<file path="config.mk">
export PLATFORM = sky130hd
export DESIGN_NAME = btn_filter
export DESIGN_NICKNAME = d
export VERILOG_FILES = /design/src/rtl/btn_filter.sv
export SDC_FILE = /design/constraint.sdc
export NUM_CORES = 1
export LEC_CHECK = 0
export CAP_MARGIN = 20
export CORE_AREA = 2 2 39 41
export CTS_CLUSTER_DIAMETER = 30
export DETAILED_ROUTE_END_ITERATION = 16
export DIE_AREA = 0 0 41 43
export MAX_ROUTING_LAYER = met4
export SLEW_MARGIN = 20
export SYNTH_ARGS = -nofsm -noshare
export SYNTH_HDL_FRONTEND = slang
export SYNTH_SLANG_ARGS = --single-unit
</file>
<file path="constraint.sdc">
create_clock -name clk -period 1.25 [get_ports clk]
set_input_delay 0.125 -clock clk [delete_from_list [all_inputs] [get_ports clk]]
set_output_delay 0.125 -clock clk [all_outputs]
set_load 0.02 [all_outputs]
</file>
<file path="src/rtl/btn_filter.sv">
// Push-button conditioner: synchronize, debounce, emit one-cycle pulse per accepted press.
// Latency: SYNC_STAGES-1+DEBOUNCE_CYCLES edges from first high sample to sig high (5 with defaults).
// Backpressure: none; free-running single-bit path with no flow control.
module btn_filter #(
  parameter int SYNC_STAGES     = 2,
  parameter int DEBOUNCE_CYCLES = 4
) (
  input  logic clk,
  input  logic rst,
  input  logic btn,
  output logic sig
);

  localparam int CW = $clog2(DEBOUNCE_CYCLES + 1);

  logic [SYNC_STAGES-1:0] r_sync;
  logic                   r_stable;
  logic [CW-1:0]          r_cnt;
  logic                   r_sig;

  logic                   w_s;
  logic                   w_stable_next;
  logic [CW-1:0]          w_cnt_next;

  assign w_s = r_sync[SYNC_STAGES-1];
  assign sig = r_sig;

  // Shift the raw button through the synchronizer chain.
  always_ff @(posedge clk) begin
    if (rst) begin
      r_sync <= '0;
    end else begin
      r_sync <= {r_sync[SYNC_STAGES-2:0], btn};
    end
  end

  // Count consecutive disagreeing cycles; accept the new level on the last one.
  // Acceptance clears the counter, so it can never run past DEBOUNCE_CYCLES-1.
  always_comb begin
    w_stable_next = r_stable;
    w_cnt_next    = '0;
    if (w_s != r_stable) begin
      if (r_cnt == CW'(DEBOUNCE_CYCLES - 1)) begin
        w_stable_next = w_s;
      end else begin
        w_cnt_next = r_cnt + CW'(1);
      end
    end
  end

  // Register debounced level, counter, and the rising-edge pulse.
  always_ff @(posedge clk) begin
    if (rst) begin
      r_stable <= 1'b0;
      r_cnt    <= '0;
      r_sig    <= 1'b0;
    end else begin
      r_stable <= w_stable_next;
      r_cnt    <= w_cnt_next;
      r_sig    <= w_stable_next & ~r_stable;
    end
  end

endmodule

</file>
## Yosys cells after proc, flatten, opt, wreduce, memory -nomap -nowiden

Cells that the tools add are included.

- Bits of input ports: 3
- Memories kept: 0
- ROM bits: 0
- Bits in latches: 0
- Word-level logic and storage cells: 13
- Register bits: 7
- Output and inout port bits: 1
- Memory bits (writable): 0

- Bitwise operators: 3
- Eq/ne operators: 2
- $mul: 0
- Shifts and indexed selects: 0
- Div/mod/pow operators: 0
- Mux-type cells: 2
- $add $sub $neg: 1
- Order comparisons: 0
- Reductions and logical operators: 1

Operators by type and width:

| cell | count |
|---|---|
| $add A3 B1 Y3 const B | 1 |
| $eq A3 B2 Y1 const B | 1 |
| $reduce_or A3 Y1 | 1 |
| $mux W1 | 2 |
| $not A1 Y1 | 2 |
| $and A1 B1 Y1 | 1 |
| $ne A1 B1 Y1 | 1 |

## Logic depth before layout (Yosys ltp)

Gate-level depths: netlist of the first run.

- Word-level depth: 4
- Gate-level depth with buffers: 4
- Depth with buffers taken out: 4

## Worst setup path after synthesis of the first run

Ideal clock, no wire load.

- Path type: register to register
- From: register r_cnt[0]
- To: register r_sig (netlist: sig)
- Period minus slack after synthesis: 1.055 ns
- Setup time: 0.117 ns
- Stages on the path, launching flop included: 4
- Arrival time: 0.937 ns
- Setup slack: 0.195 ns
- Path through: dfxtp_1 ha_1 ha_1 and4bb_2

- Longest elaborated chain between the ends: 4

RTL lines:

| item | line | source |
|---|---|---|
| from (decl) | 18 | `logic [CW-1:0] r_cnt;` |
| from (signal assigned) | 59 | `r_cnt <= w_cnt_next;` |
| $eq A3 B2 Y1 | 43 | `if (r_cnt == CW'(DEBOUNCE_CYCLES - 1)) begin` |
| $mux W1 | 43 |  |
| $mux W1 | 42 | `if (w_s != r_stable) begin` |
| $and A1 B1 Y1 | 60 | `r_sig <= w_stable_next & ~r_stable;` |
| to (signal assigned) | 60 |  |
| to (decl) | 19 | `logic r_sig;` |

No other way between the ends.
A chain may end at the register's enable or synchronous reset.

## Worst setup path in the final report of the first run

- From: register r_cnt[0]
- To: register r_cnt[2]

- Longest elaborated chain between the ends: 2

RTL lines:

| item |
|---|
| parallel branches: the longest is 2 deep, another holds $add A3 B1 Y3 |

Several ways; the timed one is not identified.

==> results of run 1 <==
## power breakdown
part           internal (mW)  total, mW  switching [mW]  leakage [nW]
clock                  0.121      0.196          0.0743        0.0150
sequential             0.228      0.229         0.00177        0.0569
combinational        0.00909     0.0145         0.00539        0.0479
## final timing paths
kind,endpoint,slack [ns],depth (start not counted)
min reg2reg,r_cnt[0],0.43,1
max,r_cnt[2],0.12,3
max reg2reg,r_cnt[2],0.12,3
min,r_cnt[0],0.43,1
## per-stage QoR
stage | worst slack, ns | utilization | hold WS (ns)
final | 0.123 | 0.231 | 0.434
after global routing | 0.0283 | 0.231 | 0.433
after CTS | 0.103 | 0.231 | 0.430
after detailed placement | 0.114 | 0.212 | 0.435
after global placement | 0.153 | 0.212 | 0.419
after floorplan | 0.195 | - | 0.197
## layout by cell type, fill, tap and decap left out, drive strengths merged
cell type and count:
and4bb 1, clkbuf 4, nor4b 1, nor2b 2
clkdlybuf4s50 2, ha 2, dfxtp 7, mux2i 1
inv 1, nor2 1, dlygate4sd2 1, xnor2 1
nor4 2
## final cells by class
type | instances | share of cell area
sequential | 7 | 0.439
multi-input combinational | 11 | 0.314
timing repair buffer | 3 | 0.0902
clock buffer | 4 | 0.0824
tap | 16 | 0.0627
inverter | 1 | 0.0118
## timing repair
action | CTS | global route
resized for setup | 1 | 0
hold endpoints to repair | 0 | 0
setup endpoints to repair | 1 | 0
## metal layers
metal / track usage / vias to the layer above / wire length [um]
met5: - / - / 0
met4: 0.0600 / 0 / 0
met3: 0.0314 / 0 / 24
met2: 0.0750 / 4 / 156
met1: 0.0361 / 69 / 118
li1: - / 81 / -
## sequential cells by signal, summed over array words and instances (netlist names)
| name | flops |
|---|---|
| r_stable | 1 |
| sig | 1 |
| r_sync | 2 |
| r_cnt | 3 |
## critical path: stages (launching register included)
cell,delay (ns)
dfxtp_1,0.31
ha_1,0.19
ha_1,0.24
nor4_1,0.29
## kinds of logic (layout without fill, tap and decap cells)
logic type,after synthesis,count (layout),share of synthesized area
and+or+nand+nor,7,7,0.231
xor gates and xnor gates,1,1,0.0359
muxes,1,1,0.0410
adders and majority gates,2,2,0.103
DFF,7,7,0.574
buffers and inverters,1,8,0.0154
==> results.yml, run 1 <==
global_routing:
  grt_max_degree: 8
  antenna_found_initial: 0
  grt.total_usage: 0.0518
  grt_pass1_vias: 182
  grt_overflow: 0
  grt_pass1_wl_um: 545
final_layout:
  fin_nets: 32
  area_delta_synth_final_pct: 30.8
  drive_above_1_share: 0.192
  regArea_sq_um: 140
  fin_cells: 42
  fin_area_sq_um: 319
  n_antenna_cell: 0
  nFillCells: 149
  multi_input_area_sq_um: 100
pwr:
  p_leak_nw: 0.120
  p_per_area_nw_per_um2: 1380
  fin_total_pwr_mw: 0.439
  peakVddDrop_mv: 0.423
yosys:
  yosys-top-cells-area: "dfxtp_1 57%, ha_1 10%, nor4b_2 6.2%"
  seq_area_frac_synth: 0.574
  synthFlopType: "dfxtp_1"
  synth-seq-cells: 7
  yosysUniqueCellTypes: 10
  synth_commonest_cells: "7 x dfxtp_1, 2 x ha_1, 2 x nor2b_1, 2 x nor4_1"
  avgSynthCellArea_sq_um: 12.8
  ys_async_sr_fraction: 0
  yosys_warnings: 0
  synth.largest_area_cell: "dfxtp_1"
  synth-edff-count: 0
  synth.cell_area_sq_um: 244
  synth_cells: 19
  synth_top_area_frac: 0.574
  post-synth-top-count-cell: "dfxtp_1"
  synth_fp_nets: 24
sta:
  relSlewSlack: 0.816
  slew_viol_final: 0
  fin_crit_ns: 1.13
  fin_crit_sh: 0.902
  hold_viol_final: 0
  rsz0062_at_grt: "false"
  clock.fmax_mhz: 887
  fin_tns_setup_ns: 0
  skew_ns: 0.00938
  finalSetupViolations: 0
  timing_worst_slew_pin_value_ns: 0.274
cts:
  cts_tree: "built"
  cts_made_buffers: 3
  cts_max_path_buffers: 2
  cts_setup_buffers: 0
  hold_buffers: 0
  clockRootBuffer: "clkbuf_4"
  clk_pin_slew_ns: 0.04
  insertion_delay_ns: 0.25
  htreeDepth: 1
  cts_sinks: 7
drt:
  ant_nets: 0
  first_pass_iters: 1
  vias: 154
  routedWlPerCell_um: 7.14
  viasPerCell: 3.67
  remaining_drc_errors: 0
  drt_iter0_markers: 0
  wl_um: 300
floorplan:
  ios: 4
  initial_core_util: 0.176
  coreArea_sq_um: 1380
  die_h_um: 43
  die_area_sq_um: 1760
  rows: 14
  die_w_um: 41
worst_hold_path:
  worstHoldPathType: "reg2reg"
  min_from: "r_cnt[0]"
placement:
  placed_area_sq_um: 294
  io_buffers: 3
  placed_cells: 38
  gp_congestion: 0.514
flow_run:
  max_cap_violations: 0
worst_setup_path:
  cp.required_ns: 1.39
  crit_path_start_kind: "flip-flop"
  crit_start: "r_cnt[0]"
  worstReg2RegStart: "r_cnt[0]"
  crit_fanout: 5
  crit_arrival_ns: 1.27
  crit_type: "reg2reg"
  worst_setup_path_end_kind: "flip-flop"
status:
  status: "finished, final reports clean"
No activity file was read; power rests on OpenSTA's default activity.
==> inputs of run 2 (changes only) <==
--- a/config.mk
+++ b/config.mk
@@ -5,11 +5,13 @@
 export SDC_FILE = /design/constraint.sdc
 export NUM_CORES = 1
 export LEC_CHECK = 0
+export ABC_AREA = 1
 export CAP_MARGIN = 20
 export CORE_AREA = 2 2 39 41
 export CTS_CLUSTER_DIAMETER = 30
 export DETAILED_ROUTE_END_ITERATION = 16
 export DIE_AREA = 0 0 41 43
+export GPL_TIMING_DRIVEN = 0
 export MAX_ROUTING_LAYER = met4
 export SLEW_MARGIN = 20
 export SYNTH_ARGS = -nofsm -noshare
==> constraint.sdc (replaced) <==
create_clock -name clk -period 1.05 [get_ports clk]
set_input_delay 0.105 -clock clk [delete_from_list [all_inputs] [get_ports clk]]
set_output_delay 0.105 -clock clk [all_outputs]
set_load 0.02 [all_outputs]
==> results.yml, run 2 <==
worst_setup_path:
  worst_setup_path_end_kind: "flip-flop"
  cp.required_ns: 1.24
  cp_num_buf_inv: 0
  crit_type: "reg2reg"
  crit_family: "adder cells"
  r2r_slack_ns: 0.07
  crit_top_cell: "ha_4"
  cp_cell_sequence: "ha_4, ha_4, nor2_2, nand3_2, nor2_1"
  crit_arrival_ns: 1.16
  cpPeakStageDelay_ns: 0.32
  crit_fanout: 4
  crit_path_start_kind: "flip-flop"
  cp_slowest_cell: "dfxtp_1"
sta:
  relSlewSlack: 0.870
  timing_worst_slew_pin_value_ns: 0.195
  skew_ns: 0.00252
  fin_crit_sh: 0.932
  whs_ns: 0.391
  finalSetupViolations: 0
  setup_slack_ns: 0.0714
  clock.fmax_mhz: 1020
  rsz0062_at_grt: "true"
  hold_viol_final: 0
  slew_viol_final: 0
  fin_crit_ns: 0.979
drt:
  vias: 188
  remaining_drc_errors: 0
  ant_nets: 0
  drt_iter0_markers: 0
  viasPerCell: 3.55
  first_pass_iters: 1
  wl_um: 347
  routedWlPerCell_um: 6.55
pwr:
  fin_total_pwr_mw: 0.526
  p_leak_nw: 0.139
  p_per_area_nw_per_um2: 1480
  peakVddDrop_mv: 0.598
placement:
  gp_congestion: 0.678
  placed_cells: 49
  io_buffers: 3
  placed_area_sq_um: 305
  dp_slack_ns: -0.0539
  dp_hpwl_um: 253
floorplan:
  rows: 14
  initial_core_util: 0.184
  die_area_sq_um: 1760
  die_w_um: 41
  coreArea_sq_um: 1380
  die_h_um: 43
  ios: 4
final_layout:
  fin_cells: 53
  drive_above_1_share: 0.216
  nFillCells: 158
  largest_reg_flops: 3
  n_antenna_cell: 0
  top_regs: "r_cnt x3, r_sync x2"
  fin_nets: 43
  fin_area_sq_um: 357
  area_delta_synth_final_pct: 39.7
  regMostFlops: "r_cnt"
  final_common_cell: "inv_1"
  final_cell_mix: "7 x inv_1, 6 x nor2_1, 6 x dfxtp_1"
yosys:
  synth_top_area_frac: 0.549
  ys_async_sr_fraction: 0
  yosysUniqueCellTypes: 9
  yosys-top-cells-area: "dfxtp_1 55%, inv_1 10%, ha_1 9.8%"
  synth.largest_area_cell: "dfxtp_1"
  synth-edff-count: 0
  synthFlopType: "dfxtp_1"
  seq_area_frac_synth: 0.549
  synth_commonest_cells: "7 x dfxtp_1, 7 x inv_1, 6 x nor2_1"
  synth_cells: 30
  yosys_warnings: 0
  synth-seq-cells: 7
  synth_fp_nets: 35
  avgSynthCellArea_sq_um: 8.51
  synth.cell_area_sq_um: 255
cts:
  cts_sinks: 7
  clk_pin_slew_ns: 0.05
  hold_buffers: 0
  insertion_delay_ns: 0.24
  cts_tree: "built"
  cts_made_buffers: 3
  cts_max_path_buffers: 2
  clockRootBuffer: "clkbuf_4"
  htreeDepth: 1
status:
  status: "finished, final reports clean"
global_routing:
  grt_pass1_vias: 180
  grt_max_degree: 6
  grt_overflow: 0
  grt.total_usage: 0.0547
  grt_pass1_wl_um: 586
  antenna_found_initial: 0
worst_hold_path:
  worstHoldPathType: "in2reg"
flow_run:
  max_cap_violations: 0
-- run 2: through the flow --
| stage | util | TNS [ns] |
|---|---|---|
| final | 0.258 | 0 |
| after global routing | 0.258 | -0.00690 |
| after detailed placement | 0.221 | -0.151 |
| after floorplan | - | 0 |
| after global placement | 0.221 | -0.132 |
| after CTS | 0.250 | 0 |
-- run 2: worst paths after layout --
kind / end / start / depth (start not counted)
worst min-delay path: r_sync[0] / btn / 3
worst min register to register: r_sync[1] / r_sync[0] / 2
worst max register to register: r_cnt[2] / r_cnt[1] / 5
worst max-delay path: r_cnt[2] / r_cnt[1] / 5
-- run 2: cell families after synthesis --
logic type	count (synthesis)	share of synthesized area
buf+inv	7	0.103
fa+ha+maj	2	0.0980
flops	7	0.549
simple gates	13	0.230
compound gates	1	0.0196
-- run 2: power by group --
| group | switching (mW) | total (mW) | internal, mW |
|---|---|---|---|
| sequential | 0.00290 | 0.274 | 0.271 |
| clock | 0.0886 | 0.233 | 0.144 |
| combinational | 0.00822 | 0.0192 | 0.0110 |
| total | 0.0997 | 0.526 | 0.427 |
-- run 2: cell type report --
class / count / area [sq um] / share of cell area
multi-input combinational: 16 / 114 / 0.319
inverter: 7 / 26.3 / 0.0737
sequential: 7 / 141 / 0.396
clock buffer: 4 / 26.3 / 0.0737
timing repair buffer: 3 / 28.8 / 0.0807
tap: 16 / 20.0 / 0.0561
-- run 2: what timing repair did --
action	CTS	global route
endpoints found under the hold margin	0	0
cloned	0	0
resized for setup	4	2
buffers inserted	0	0
endpoints found under the setup margin	4	3
pin swaps	0	5
-- run 2: tightest hold or removal path, delay by kind of cell --
kind	cells	cell delay, ns
buf+inv	2	0.45
simple gates	1	0.03
-- run 2: metal layers --
layer,GRT usage,part of all wire
met1,0.0519,0.40
met2,0.0688,0.56
met3,0.0314,0.040
met4,0.0600,0
met5,-,0
==> RTL change 1: new RTL, flow settings as in run 1 <==
Change the parameter `DEBOUNCE_CYCLES` from 4 to 8.
--- a/src/rtl/btn_filter.sv
+++ b/src/rtl/btn_filter.sv
@@ -5,3 +5,3 @@
   parameter int SYNC_STAGES     = 2,
-  parameter int DEBOUNCE_CYCLES = 4
+  parameter int DEBOUNCE_CYCLES = 8
 ) (
Function: changed (Yosys sat finds a counterexample within 10 cycles, from zero or initial values and one cycle with rst high).
==> RTL change 1 against run 1 <==
  * Sequential cell count grew 1
  * Synthesized area grew 14%
  * Final area is 12% higher
  * Worst hold slack improved by 0.0014 ns
  * Power is 6.3% higher
  * Core utilization grew 2.8 points
  * Routed wire length rose by 14%
  * Global-route usage is 1.2 points higher
  * Worst setup slack better by 0.049 ns
  * Largest cell class unchanged
  * Highest routed layer unchanged
==> RTL change 1: results (changes against run 1) <==
| Metric | Value |
|---|---|
| Run status | `finished clean (unchanged)` |
| Gpl congestion | `0.589 (was 0.514)` |
| Critical Path AT | `1.22 ns (was 1.27 ns)` |
| Drt via density | `3.85 (was 3.67)` |
| Slowest CP cell | `dfxtp_1 (unchanged)` |
| Register area share after synthesis | `0.574 (about the same)` |
| Post-Syn Nets | `29 (was 24)` |
| Post-Route Skew | `0.00586 ns (was 0.00938 ns)` |
| Router iterations before antenna repair | `4 (was 1)` |
| Max stage delay on crit path | `0.35 ns (was 0.31 ns)` |
| Total GRT Usage | `0.0641 (was 0.0518)` |
| Global routing usage on met1 | `0.0817 (was 0.0361)` |
| Vias in the first global route | `163 (was 182)` |
| Static Leak | `0.148 nW (was 0.120 nW)` |
| Largest net degree at the start of global routing | `5 (was 8)` |
| Hold Crit Start | `btn (was r_cnt[0])` |
| Maximum fanout along the worst path | `4 (was 5)` |
| Met3 GRT Util | `0.0785 (was 0.0314)` |
| Hold Path Class | `in -> reg (was reg -> reg)` |
| WL final | `341 um (was 300 um)` |
| Starting DRT DRC Count | `4 (was 0)` |
| Nets | `38 (was 32)` |
| Top flop regs | `r_cnt x4, r_sync x2 (was r_cnt x3, r_sync x2)` |
| Yosys cell types | `11 (was 10)` |
| Share of layout cells above drive strength 1 | `0.156 (was 0.192)` |
| Post-synth top cells | `dfxtp_1, nor2_1, nand3b_1, nor2b_1, xor2_1 (was dfxtp_1, ha_1, nor2b_1, nor4_1)` |
| Fill count | `142 (was 149)` |
| VDD IR max | `0.733 mV (was 0.423 mV)` |
| First-pass GRT wire length | `676 um (was 545 um)` |
| GR met2 Demand/Resource | `0.0594 (was 0.0750)` |
| Delay-heaviest family, CP | `simple AND/OR/NAND/NOR gates (was adder cells)` |
-- RTL change 1: changes by cell type after synthesis, sizes merged --
cell,run 1,this run
nor2,1,5
nand3,0,1
dfxtp,7,8
ha,2,1
xor2,0,2
nor4,2,0
nand3b,0,2
and4bb,1,0
-- RTL change 1: final cells by class --
cell class	count	area [um2]	area share
clock buffer	3	22.5	0.0629
tap	16	20.0	0.0559
timing repair buffer	4	36.3	0.101
inverter	1	3.75	0.0105
multi-input combinational	16	115	0.322
sequential	8	160	0.448
-- RTL change 1: worst reg2reg max path, cell delays in order, from the launching register on --
cell and delay (ns):
dfxtp_1 0.35, ha_1 0.20, nand3b_1 0.15, nand3b_1 0.20, nor2_1 0.07
-- RTL change 1: routing by layer --
metal,up-vias,part of all wire
met5,-,0
met4,0,0
met3,0,0.094
met2,6,0.35
met1,79,0.55
li1,100,-
-- RTL change 1: power by group --
| part | internal (mW) | switching (mW) | total, mW |
|---|---|---|---|
| Clock | 0.109 | 0.0799 | 0.189 |
| Sequential | 0.259 | 0.00201 | 0.261 |
| Combinational | 0.0113 | 0.00534 | 0.0166 |
| Total | 0.380 | 0.0872 | 0.467 |
-- RTL change 1: stage by stage --
| stage | cell area [um2] | utilization | setup WS, ns | instances | total power [mW] |
|---|---|---|---|---|---|
| floorplan | 279 | - | 0.249 | 25 | 0.272 |
| global placement | 337 | 0.243 | 0.184 | 45 | 0.283 |
| detailed placement | 337 | 0.243 | 0.168 | 45 | 0.284 |
| CTS | 358 | 0.259 | 0.161 | 48 | 0.479 |
| global route | 358 | 0.259 | 0.0567 | 48 | 0.496 |
| finish | 358 | 0.259 | 0.172 | 48 | 0.467 |
-- RTL change 1: logic make-up (layout without fill, tap and decap cells) --
kind of cell             after synthesis  in the layout  synth area share
adder cells (fa/ha/maj)                1              1            0.0448
AND/OR/NAND/NOR                       11             11             0.238
buffers and inverters                  1              8            0.0134
multiplexers                           1              1            0.0359
XOR/XNOR                               3              3            0.0942
flip-flops                             8              8             0.574
-- RTL change 1: path summary, 6_finish.rpt --
path,end,slack (ns),cells after the start
worst max-delay path,r_cnt[3],0.17,4
worst min-delay path,r_sync[0],0.44,2
worst max register to register,r_cnt[3],0.17,4
worst min register to register,r_sync[1],0.44,1
==> RTL change 2: new RTL, config.mk and constraints of run 1 <==
Made on the original files. Add an input register stage for `btn`, with the module's reset; this delays it by one clock.
--- a/src/rtl/btn_filter.sv
+++ b/src/rtl/btn_filter.sv
@@ -14,2 +14,12 @@
   localparam int CW = $clog2(DEBOUNCE_CYCLES + 1);
+
+  logic btn_q;
+
+  always_ff @(posedge clk) begin
+    if (rst) begin
+      btn_q <= '0;
+    end else begin
+      btn_q <= btn;
+    end
+  end
 
@@ -32,3 +42,3 @@
     end else begin
-      r_sync <= {r_sync[SYNC_STAGES-2:0], btn};
+      r_sync <= {r_sync[SYNC_STAGES-2:0], btn_q};
     end
Function: changed (a bounded check fails within 10 cycles, from zero or initial values and one cycle with rst high).
==> RTL change 2 against run 1 <==
  * Worst setup slack worse by 0.023 ns
  * Synthesized area is 11% higher
  * Power up 7.6%
  * Critical endpoint is now r_cnt[1]
  * Combinational power up 20%
  * Routed wire length rose by 46%
  * Sequential cell count increased by 1
  * Final area is 9.4% higher
  * Global-route usage increased by 2.3 points
==> RTL change 2: results (changes against run 1) <==
| Metric | Value |
|---|---|
| Hold-critical path depth | `2 (was 1)` |
| Global routing usage on met1 | `0.0814 (was 0.0361)` |
| Router iterations before antenna repair | `2 (was 1)` |
| R2r endpoint | `r_cnt[1] (was r_cnt[2])` |
| Final setup vio count | `0 (unchanged)` |
| Worst Tran Pin Value | `0.331 ns (was 0.274 ns)` |
| Worst Hold End | `btn_q (was r_cnt[0])` |
| Pre-CTS WS | `0.0983 ns (was 0.114 ns)` |
| Antenna violations before repair | `0 (unchanged)` |
| Vias in the first global route | `184 (was 182)` |
| Hold Path Class | `in -> reg (was reg -> reg)` |
| GR met2 Demand/Resource | `0.100 (was 0.0750)` |
| Register area share after synthesis | `0.593 (was 0.574)` |
| Critical Path AT | `1.30 ns (was 1.27 ns)` |
| Top cells by area, synth | `dfxtp_1, ha_1, nor2b_1, nor4b_2, and4bb_2 (was dfxtp_1, ha_1, nor4b_2, and4bb_2, nor2b_1)` |
| Share of layout cells above drive strength 1 | `0.214 (was 0.192)` |
| CTS Buf Count | `3 (unchanged)` |
| First-pass GRT wire length | `786 um (was 545 um)` |
| FF-to-FF path depth | `3 (unchanged)` |
| Largest net degree at the start of global routing | `6 (was 8)` |
| Top flop regs | `r_cnt x3, r_sync x2 (unchanged)` |
| Compound-Gate Fraction of Synth Area | `0 (unchanged)` |
| R2r startpoint | `r_cnt[0] (unchanged)` |
| Starting DRT DRC Count | `1 (was 0)` |
| CP Class | `reg -> reg (unchanged)` |
| H-tree levels | `1 (unchanged)` |
| Gpl congestion | `0.607 (was 0.514)` |
| Static Leak | `0.134 nW (was 0.120 nW)` |
| Worst-Skew Late Latency | `0.25 ns (about the same)` |
| Drt via density | `4.02 (was 3.67)` |
| Synth Area in XOR/XNOR | `0.0324 (was 0.0359)` |
| MaxCap Viol Count | `0 (unchanged)` |
| Fill count | `146 (was 149)` |
| Hold Crit Start | `btn (was r_cnt[0])` |
| Max stage delay on crit path | `0.31 ns (about the same)` |
| Post-Route Skew | `0.00650 ns (was 0.00938 ns)` |
| Run status | `finished clean (unchanged)` |
| Reg2reg setup slack | `0.10 ns (was 0.12 ns)` |
| Worst-path clk slew | `0.06 ns (was 0.04 ns)` |
| Post-synth top cells | `dfxtp_1, nor2b_1, ha_1, nor4_1 (was dfxtp_1, ha_1, nor2b_1, nor4_1)` |
| N_diodes | `0 (unchanged)` |
| VDD IR max | `0.391 mV (was 0.423 mV)` |
| Clock Path Buffers | `2 (unchanged)` |
| Slowest CP cell | `dfxtp_1 (unchanged)` |
| Yosys cell types | `10 (unchanged)` |
| Nets | `35 (was 32)` |
| Post-Syn Nets | `26 (was 24)` |
| Post-CTS Setup Inserts | `0 (unchanged)` |
| # port buffers | `3 (unchanged)` |
| Ys Warns | `0 (unchanged)` |
| Total GRT Usage | `0.0744 (was 0.0518)` |
| Post-Synth Adder-Cell Area | `0.0926 (was 0.103)` |
| WL per Instance | `9.98 um (was 7.14 um)` |
| Placed Instance Area | `328 um2 (was 294 um2)` |
| Post-synthesis mux area share | `0.0370 (was 0.0410)` |
-- RTL change 2: cell count changes after synthesis --
| cell | delta |
|---|---|
| nor2b_1 | +1 |
| dfxtp_1 | +1 |
-- RTL change 2: metrics by stage --
| step | utilization | power [mW] | hold WS [ns] | cells |
|---|---|---|---|---|
| 2_1_floorplan | - | 0.271 | 0.197 | 21 |
| 3_3_place_gp | 0.237 | 0.283 | 0.419 | 41 |
| 3_5_place_dp | 0.237 | 0.284 | 0.427 | 41 |
| 4_1_cts | 0.252 | 0.482 | 0.424 | 44 |
| 5_1_grt | 0.252 | 0.501 | 0.431 | 44 |
| 6_report | 0.252 | 0.473 | 0.428 | 44 |
-- RTL change 2: timing repair --
item	CTS	global route
hold endpoints to repair	0	0
endpoints found under the setup margin	1	0
gates resized for setup	1	0
-- RTL change 2: layer usage --
| metal | wire (um) | vias to the layer above |
|---|---|---|
| met5 | 0 | - |
| met1 | 181 | 85 |
| met2 | 240 | 4 |
| li1 | - | 88 |
| met3 | 17 | 0 |
| met4 | 0 | 0 |
-- RTL change 2: kinds of logic after synthesis --
group	after synthesis
AND/OR/NAND/NOR	8
flip-flops	8
adder cells (fa/ha/maj)	2
XOR/XNOR	1
buffers and inverters	1
multiplexers	1
-- RTL change 2: how the worst max path moves through the flow --
stage               end  slack, ns  depth (start not counted)
2_1_floorplan       sig       0.20                          3
3_3_place_gp   r_cnt[2]       0.16                          3
3_5_place_dp   r_cnt[1]        0.1                          3
4_1_cts        r_cnt[1]       0.09                          3
5_1_grt        r_stable       0.03                          4
6_report       r_cnt[1]       0.10                          3
-- RTL change 2: final cells by class --
type | instances | share of cell area
Tap cell | 16 | 0.0573
Timing Repair Buffer | 4 | 0.104
Inverter | 1 | 0.0108
Sequential cell | 8 | 0.459
Clock buffer | 3 | 0.0645
Multi-Input combinational cell | 12 | 0.305
-- RTL change 2: power breakdown --
group	switching, mW	total [mW]	internal, mW
logic	0.00649	0.0174	0.0109
clock network	0.0845	0.194	0.110
registers	0.00175	0.261	0.260
